## src/rtl/crc_engine.sv

```systemverilog
`timescale 1ns/1ps
`default_nettype none
// ============================================================================
// crc_engine : streaming CRC generator/checker, DATA_W/8 bytes per cycle
// Rev 1.0
// ============================================================================
module crc_engine #(
  parameter int          CRC_W   = 32,
  parameter int          DATA_W  = 8,
  parameter logic [31:0] POLY    = 32'h04C11DB7,
  parameter logic [31:0] INIT    = 32'hFFFFFFFF,
  parameter logic [31:0] XOR_OUT = 32'hFFFFFFFF,
  parameter bit          REFLECT = 1'b1,
  parameter logic [31:0] RESIDUE = 32'hDEBB20E3
) (
  input  logic                  clk,
  input  logic                  rst,
  input  logic                  in_valid,
  output logic                  in_ready,
  input  logic [DATA_W-1:0]     in_data,
  input  logic [DATA_W/8-1:0]   in_keep,
  input  logic                  in_sop,
  input  logic                  in_eop,
  output logic                  out_valid,
  input  logic                  out_ready,
  output logic [CRC_W-1:0]      out_crc,
  output logic                  out_match,
  output logic                  busy,
  output logic                  sop_err
);

  localparam int               LANES     = DATA_W / 8;
  localparam logic [CRC_W-1:0] C_POLY    = POLY[CRC_W-1:0];
  localparam logic [CRC_W-1:0] C_INIT    = INIT[CRC_W-1:0];
  localparam logic [CRC_W-1:0] C_XOR_OUT = XOR_OUT[CRC_W-1:0];
  localparam logic [CRC_W-1:0] C_RESIDUE = RESIDUE[CRC_W-1:0];

  typedef enum logic [1:0] {
    IDLE  = 2'd0,
    ACCUM = 2'd1,
    DONE  = 2'd2
  } state_t;

  state_t           state;
  logic [CRC_W-1:0] crc;

  function automatic logic [CRC_W-1:0] reflect_w(input logic [CRC_W-1:0] v);
    logic [CRC_W-1:0] r;
    for (int i = 0; i < CRC_W; i++) r[i] = v[CRC_W-1-i];
    return r;
  endfunction

  // Register is kept in normal (MSB-first) form; REFLECT only changes bit order within each byte.
  function automatic logic [CRC_W-1:0] crc_step(input logic [CRC_W-1:0] c,
                                                input logic [DATA_W-1:0] d,
                                                input logic [LANES-1:0]  en);
    logic [CRC_W-1:0] r;
    logic [7:0]       b;
    logic             fb;
    r = c;
    for (int l = LANES - 1; l >= 0; l--) begin
      if (en[l]) begin
        b = d[l*8 +: 8];
        for (int k = 0; k < 8; k++) begin
          fb = r[CRC_W-1] ^ (REFLECT ? b[k] : b[7-k]);
          r  = {r[CRC_W-2:0], 1'b0} ^ (fb ? C_POLY : '0);
        end
      end
    end
    return r;
  endfunction

  logic                 accept;
  logic [LANES-1:0]     lane_en;
  logic [CRC_W-1:0]     step_base;
  logic [CRC_W-1:0]     crc_next;
  logic [CRC_W-1:0]     report;

  assign accept    = in_valid && in_ready;
  assign lane_en   = (in_eop && (in_keep != '0)) ? in_keep : '1;
  assign step_base = ((state == IDLE) || in_sop) ? C_INIT : crc;
  assign crc_next  = crc_step(step_base, in_data, lane_en);
  // Residue is expressed in the same bit order as the reported CRC, before XOR_OUT.
  assign report    = REFLECT ? reflect_w(crc_next) : crc_next;

  always_ff @(posedge clk) begin
    if (rst) begin
      state     <= IDLE;
      crc       <= C_INIT;
      out_valid <= 1'b0;
      out_crc   <= '0;
      out_match <= 1'b0;
      sop_err   <= 1'b0;
      busy      <= 1'b0;
      in_ready  <= 1'b1;
    end else begin
      sop_err <= 1'b0;
      case (state)
        IDLE, ACCUM: begin
          if (accept) begin
            if ((state == IDLE) && !in_sop) begin
              sop_err <= 1'b1;
            end else begin
              crc  <= crc_next;
              busy <= 1'b1;
              if (in_eop) begin
                state     <= DONE;
                out_valid <= 1'b1;
                in_ready  <= 1'b0;
                out_crc   <= report ^ C_XOR_OUT;
                out_match <= (report == C_RESIDUE);
              end else begin
                state <= ACCUM;
              end
            end
          end
        end
        DONE: begin
          if (out_ready) begin
            state     <= IDLE;
            out_valid <= 1'b0;
            busy      <= 1'b0;
            in_ready  <= 1'b1;
          end
        end
        default: begin
          state     <= IDLE;
          out_valid <= 1'b0;
          busy      <= 1'b0;
          in_ready  <= 1'b1;
        end
      endcase
    end
  end

endmodule
`default_nettype wire

```

## config.mk

```make
export PLATFORM = sky130hd
export DESIGN_NAME = crc_engine
export DESIGN_NICKNAME = d
export VERILOG_FILES = /design/src/rtl/crc_engine.sv
export SDC_FILE = /design/constraint.sdc
export NUM_CORES = 1
export LEC_CHECK = 0
export CAP_MARGIN = 20
export CORE_AREA = 5 5 123 125
export DETAILED_ROUTE_END_ITERATION = 10
export DIE_AREA = 0 0 128 130
export HOLD_SLACK_MARGIN = 0.03
export SETUP_SLACK_MARGIN = 0.1
export SYNTH_ARGS = -nofsm -noshare
export SYNTH_HDL_FRONTEND = slang
export SYNTH_SLANG_ARGS = --single-unit
```

## constraint.sdc

```tcl
create_clock -name clk -period 3.2 [get_ports clk]
set_input_delay 0.8 -clock clk [delete_from_list [all_inputs] [get_ports clk]]
set_output_delay 0.8 -clock clk [all_outputs]
set_load 0.02 [all_outputs]
```

==> impl_metrics.py <==
metrics = {
    "run_status": {
        "outcome": "complete, no violations",
    },
    "timing": {
        "setup_ws_ns": 0.2403,
        "rsz0062_at_grt": "false",
        "finalCritPeriodShare": 0.9249,
        "fmax_ghz": 0.3379,
        "finalSetupViolations": 0,
        "fin_skew_ns": 0.004189,
        "relSlewSlack": 0.5210,
        "whs_ns": 0.4533,
        "period_minus_slack_ns": 2.960,
        "setup_tns_ns": 0,
        "tightest_slew_ns": 0.7185,
        "hold_viol_final": 0,
        "slew_violations": 0,
    },
    "cells_and_area": {
        "fin_area_sq_mm": 0.005400,
        "seq_area_sq_mm": 0.001421,
        "n_antenna_cell": 0,
        "fillCellCount": 1394,
        "final_cell_mix": "nor2_1 (78), dfxtp_1 (71), nand2_1 (66), buf_4 (61), xnor2_1 (54)",
        "drive_gt1_frac": 0.1646,
        "nets": 569,
        "layout_commonest_cell": "nor2_1",
        "syn_to_final_growth_pct": 33.66,
        "multiInputGateArea_sq_mm": 0.002481,
    },
    "job": {
        "maxCapViolCount": 0,
    },
    "routing": {
        "routedWlPerCell_microns": 14.69,
        "routed_wl_microns": 10850,
        "via_per_inst": 4.599,
        "drt_iter0_drc": 202,
        "vias": 3399,
        "drc": 0,
        "drt-pass1-iter-count": 4,
        "antenna_left": 0,
    },
    "clock_network": {
        "root_buffer": "clkbuf_16",
        "clock_sinks": 71,
        "cts_max_level": 3,
        "cts_buffers": 9,
        "tritoncts": "yes",
        "clockBufferDepth": 2,
        "cts.clk_slew.worst_paths_ns": 0.06,
        "clkLatencyLatePin_ns": 0.33,
        "post-cts-setup-buffers": 0,
    },
    "grt": {
        "grt_pass1_vias": 3327,
        "grt_max_degree": 72,
        "grt_first_pass_wirelength_microns": 17720,
        "grt-ovfl-total": 0,
        "track_usage": 0.1371,
        "antenna_found_initial": 0,
    },
    "worst_setup_path": {
        "crit_type": "primary input to register",
        "cp.required_ns": 3.42,
        "cp_max_fo": 4,
        "cp-start-kind": "primary input",
        "worstPathArrival_ns": 3.18,
        "worst_setup_path_end_kind": "register",
    },
    "die": {
        "initial_core_util": 0.2933,
        "core_sq_mm": 0.01377,
        "placementRows": 43,
        "die_w_microns": 128,
        "dieArea_sq_mm": 0.01664,
        "pin_count": 52,
        "die_h_microns": 130,
    },
    "logic_synthesis": {
        "syn_nets": 485,
        "synthFlopType": "dfxtp_1",
        "ys_seq_area_frac": 0.3518,
        "syn-cell-area_sq_mm": 0.004040,
        "synth_cells": 470,
        "yosys_warnings": 0,
        "synth-seq-cells": 71,
        "async_reset_ff_frac": 0,
        "synth_cell_types": 44,
        "postSynthAreaPerCell_sq_um": 8.596,
        "synth-edff-count": 0,
    },
    "power": {
        "irDropWorstVdd_uv": 257.3,
        "p_per_area_mw_per_mm2": 579.4,
        "leakagePower_uw": 0.002090,
        "power_uw": 3129,
    },
    "placement": {
        "place.port_buffers": 50,
        "place.gp.congestion": 0.9450,
        "post_dp_cell_area_sq_mm": 0.005056,
        "hpwlAfterDp_microns": 8472,
        "dp_worst_setup_slack_ns": -0.1754,
    },
    "min_path": {
        "hp-class": "register to register",
    },
}
-- cell usage after synthesis, types with 2 or more instances --
| cell type | count | area share |
|---|---|---|
| a21oi_1 | 25 | 0.031 |
| xnor3_1 | 11 | 0.061 |
| a211oi_1 | 4 | 0.0074 |
| a211o_1 | 28 | 0.061 |
| xnor2_1 | 56 | 0.12 |
| xnor2_2 | 2 | 0.0081 |
| dfxtp_1 | 71 | 0.35 |
| xor2_1 | 33 | 0.072 |
| o21ai_0 | 3 | 0.0037 |
| buf_2 | 8 | 0.0099 |
| nor2_1 | 78 | 0.072 |
| clkbuf_1 | 28 | 0.026 |
| nand2_1 | 66 | 0.061 |
| nor4_1 | 4 | 0.0062 |
| o21a_1 | 2 | 0.0037 |
| nor4b_1 | 2 | 0.0043 |
| or3_1 | 2 | 0.0031 |
| inv_1 | 2 | 0.0019 |
| nor3_1 | 16 | 0.020 |
| nand3b_1 | 5 | 0.0093 |
-- metal layers --
metal  part of all wire  global-route usage  vias to the layer above
li1                   -                   -                     1727
met1               0.47              0.1813                     1575
met2               0.46              0.2150                       80
met3              0.052             0.03520                       17
met4              0.021             0.05368                        0
met5                  0                   0                        -
-- through the flow --
step	util	std cells
final	0.3921	739
after detailed placement	0.3671	723
after floorplan	-	470
after CTS	0.3897	739
after global placement	0.3671	723
after global routing	0.3921	739
-- worst max-delay path, cell delays in order --
cell,delay (ns)
clkdlybuf4s50_1,0.52
xor2_1,0.33
buf_4,0.21
xnor2_1,0.08
xnor2_1,0.37
xnor2_1,0.23
xnor2_1,0.29
nor2_1,0.07
a211o_1,0.28
-- flip-flops by register name (all words and copies together), names as in the netlist --
name and cells:
crc 32, out_crc 32, state 2, busy 1, in_ready 1, out_match 1, out_valid 1, sop_err 1
-- power breakdown --
part	total (uW)	switching, uW	internal [uW]
logic	1080	522	554
registers	1030	64.3	961
clock network	1030	360	667
-- layout make-up --
type,instances,area share
clock buffers,14,0.05074
clock inverters,2,0.006951
inverters,2,0.001390
multi-input cells,359,0.4595
flip-flops and latches,71,0.2632
well taps,180,0.04171
repair buffers,111,0.1766
-- path summary, 6_finish.rpt --
kind	start	endpoint	slack [ns]	cells after the start
worst min-delay path	out_crc[16]	out_crc[16]	0.45	2
worst max-delay path	in_data[1]	crc[8]	0.24	9
worst max register to register	crc[31]	out_match	0.51	9
worst min register to register	out_crc[16]	out_crc[16]	0.45	2
-- what timing repair did --
action	in CTS	in global routing
gates resized for setup	0	5
setup endpoints to repair	0	1
hold endpoints to repair	0	0
hold buffers	0	0
-- kinds of logic after synthesis --
family / share of synthesized area
and+or+nand+nor: 0.1902
xor gates and xnor gates: 0.2859
AOI/OAI and AO/OA: 0.1270
DFF: 0.3518
buffers and inverters: 0.04243
muxes: 0.002787
Power figures use the tool's default switching activity.
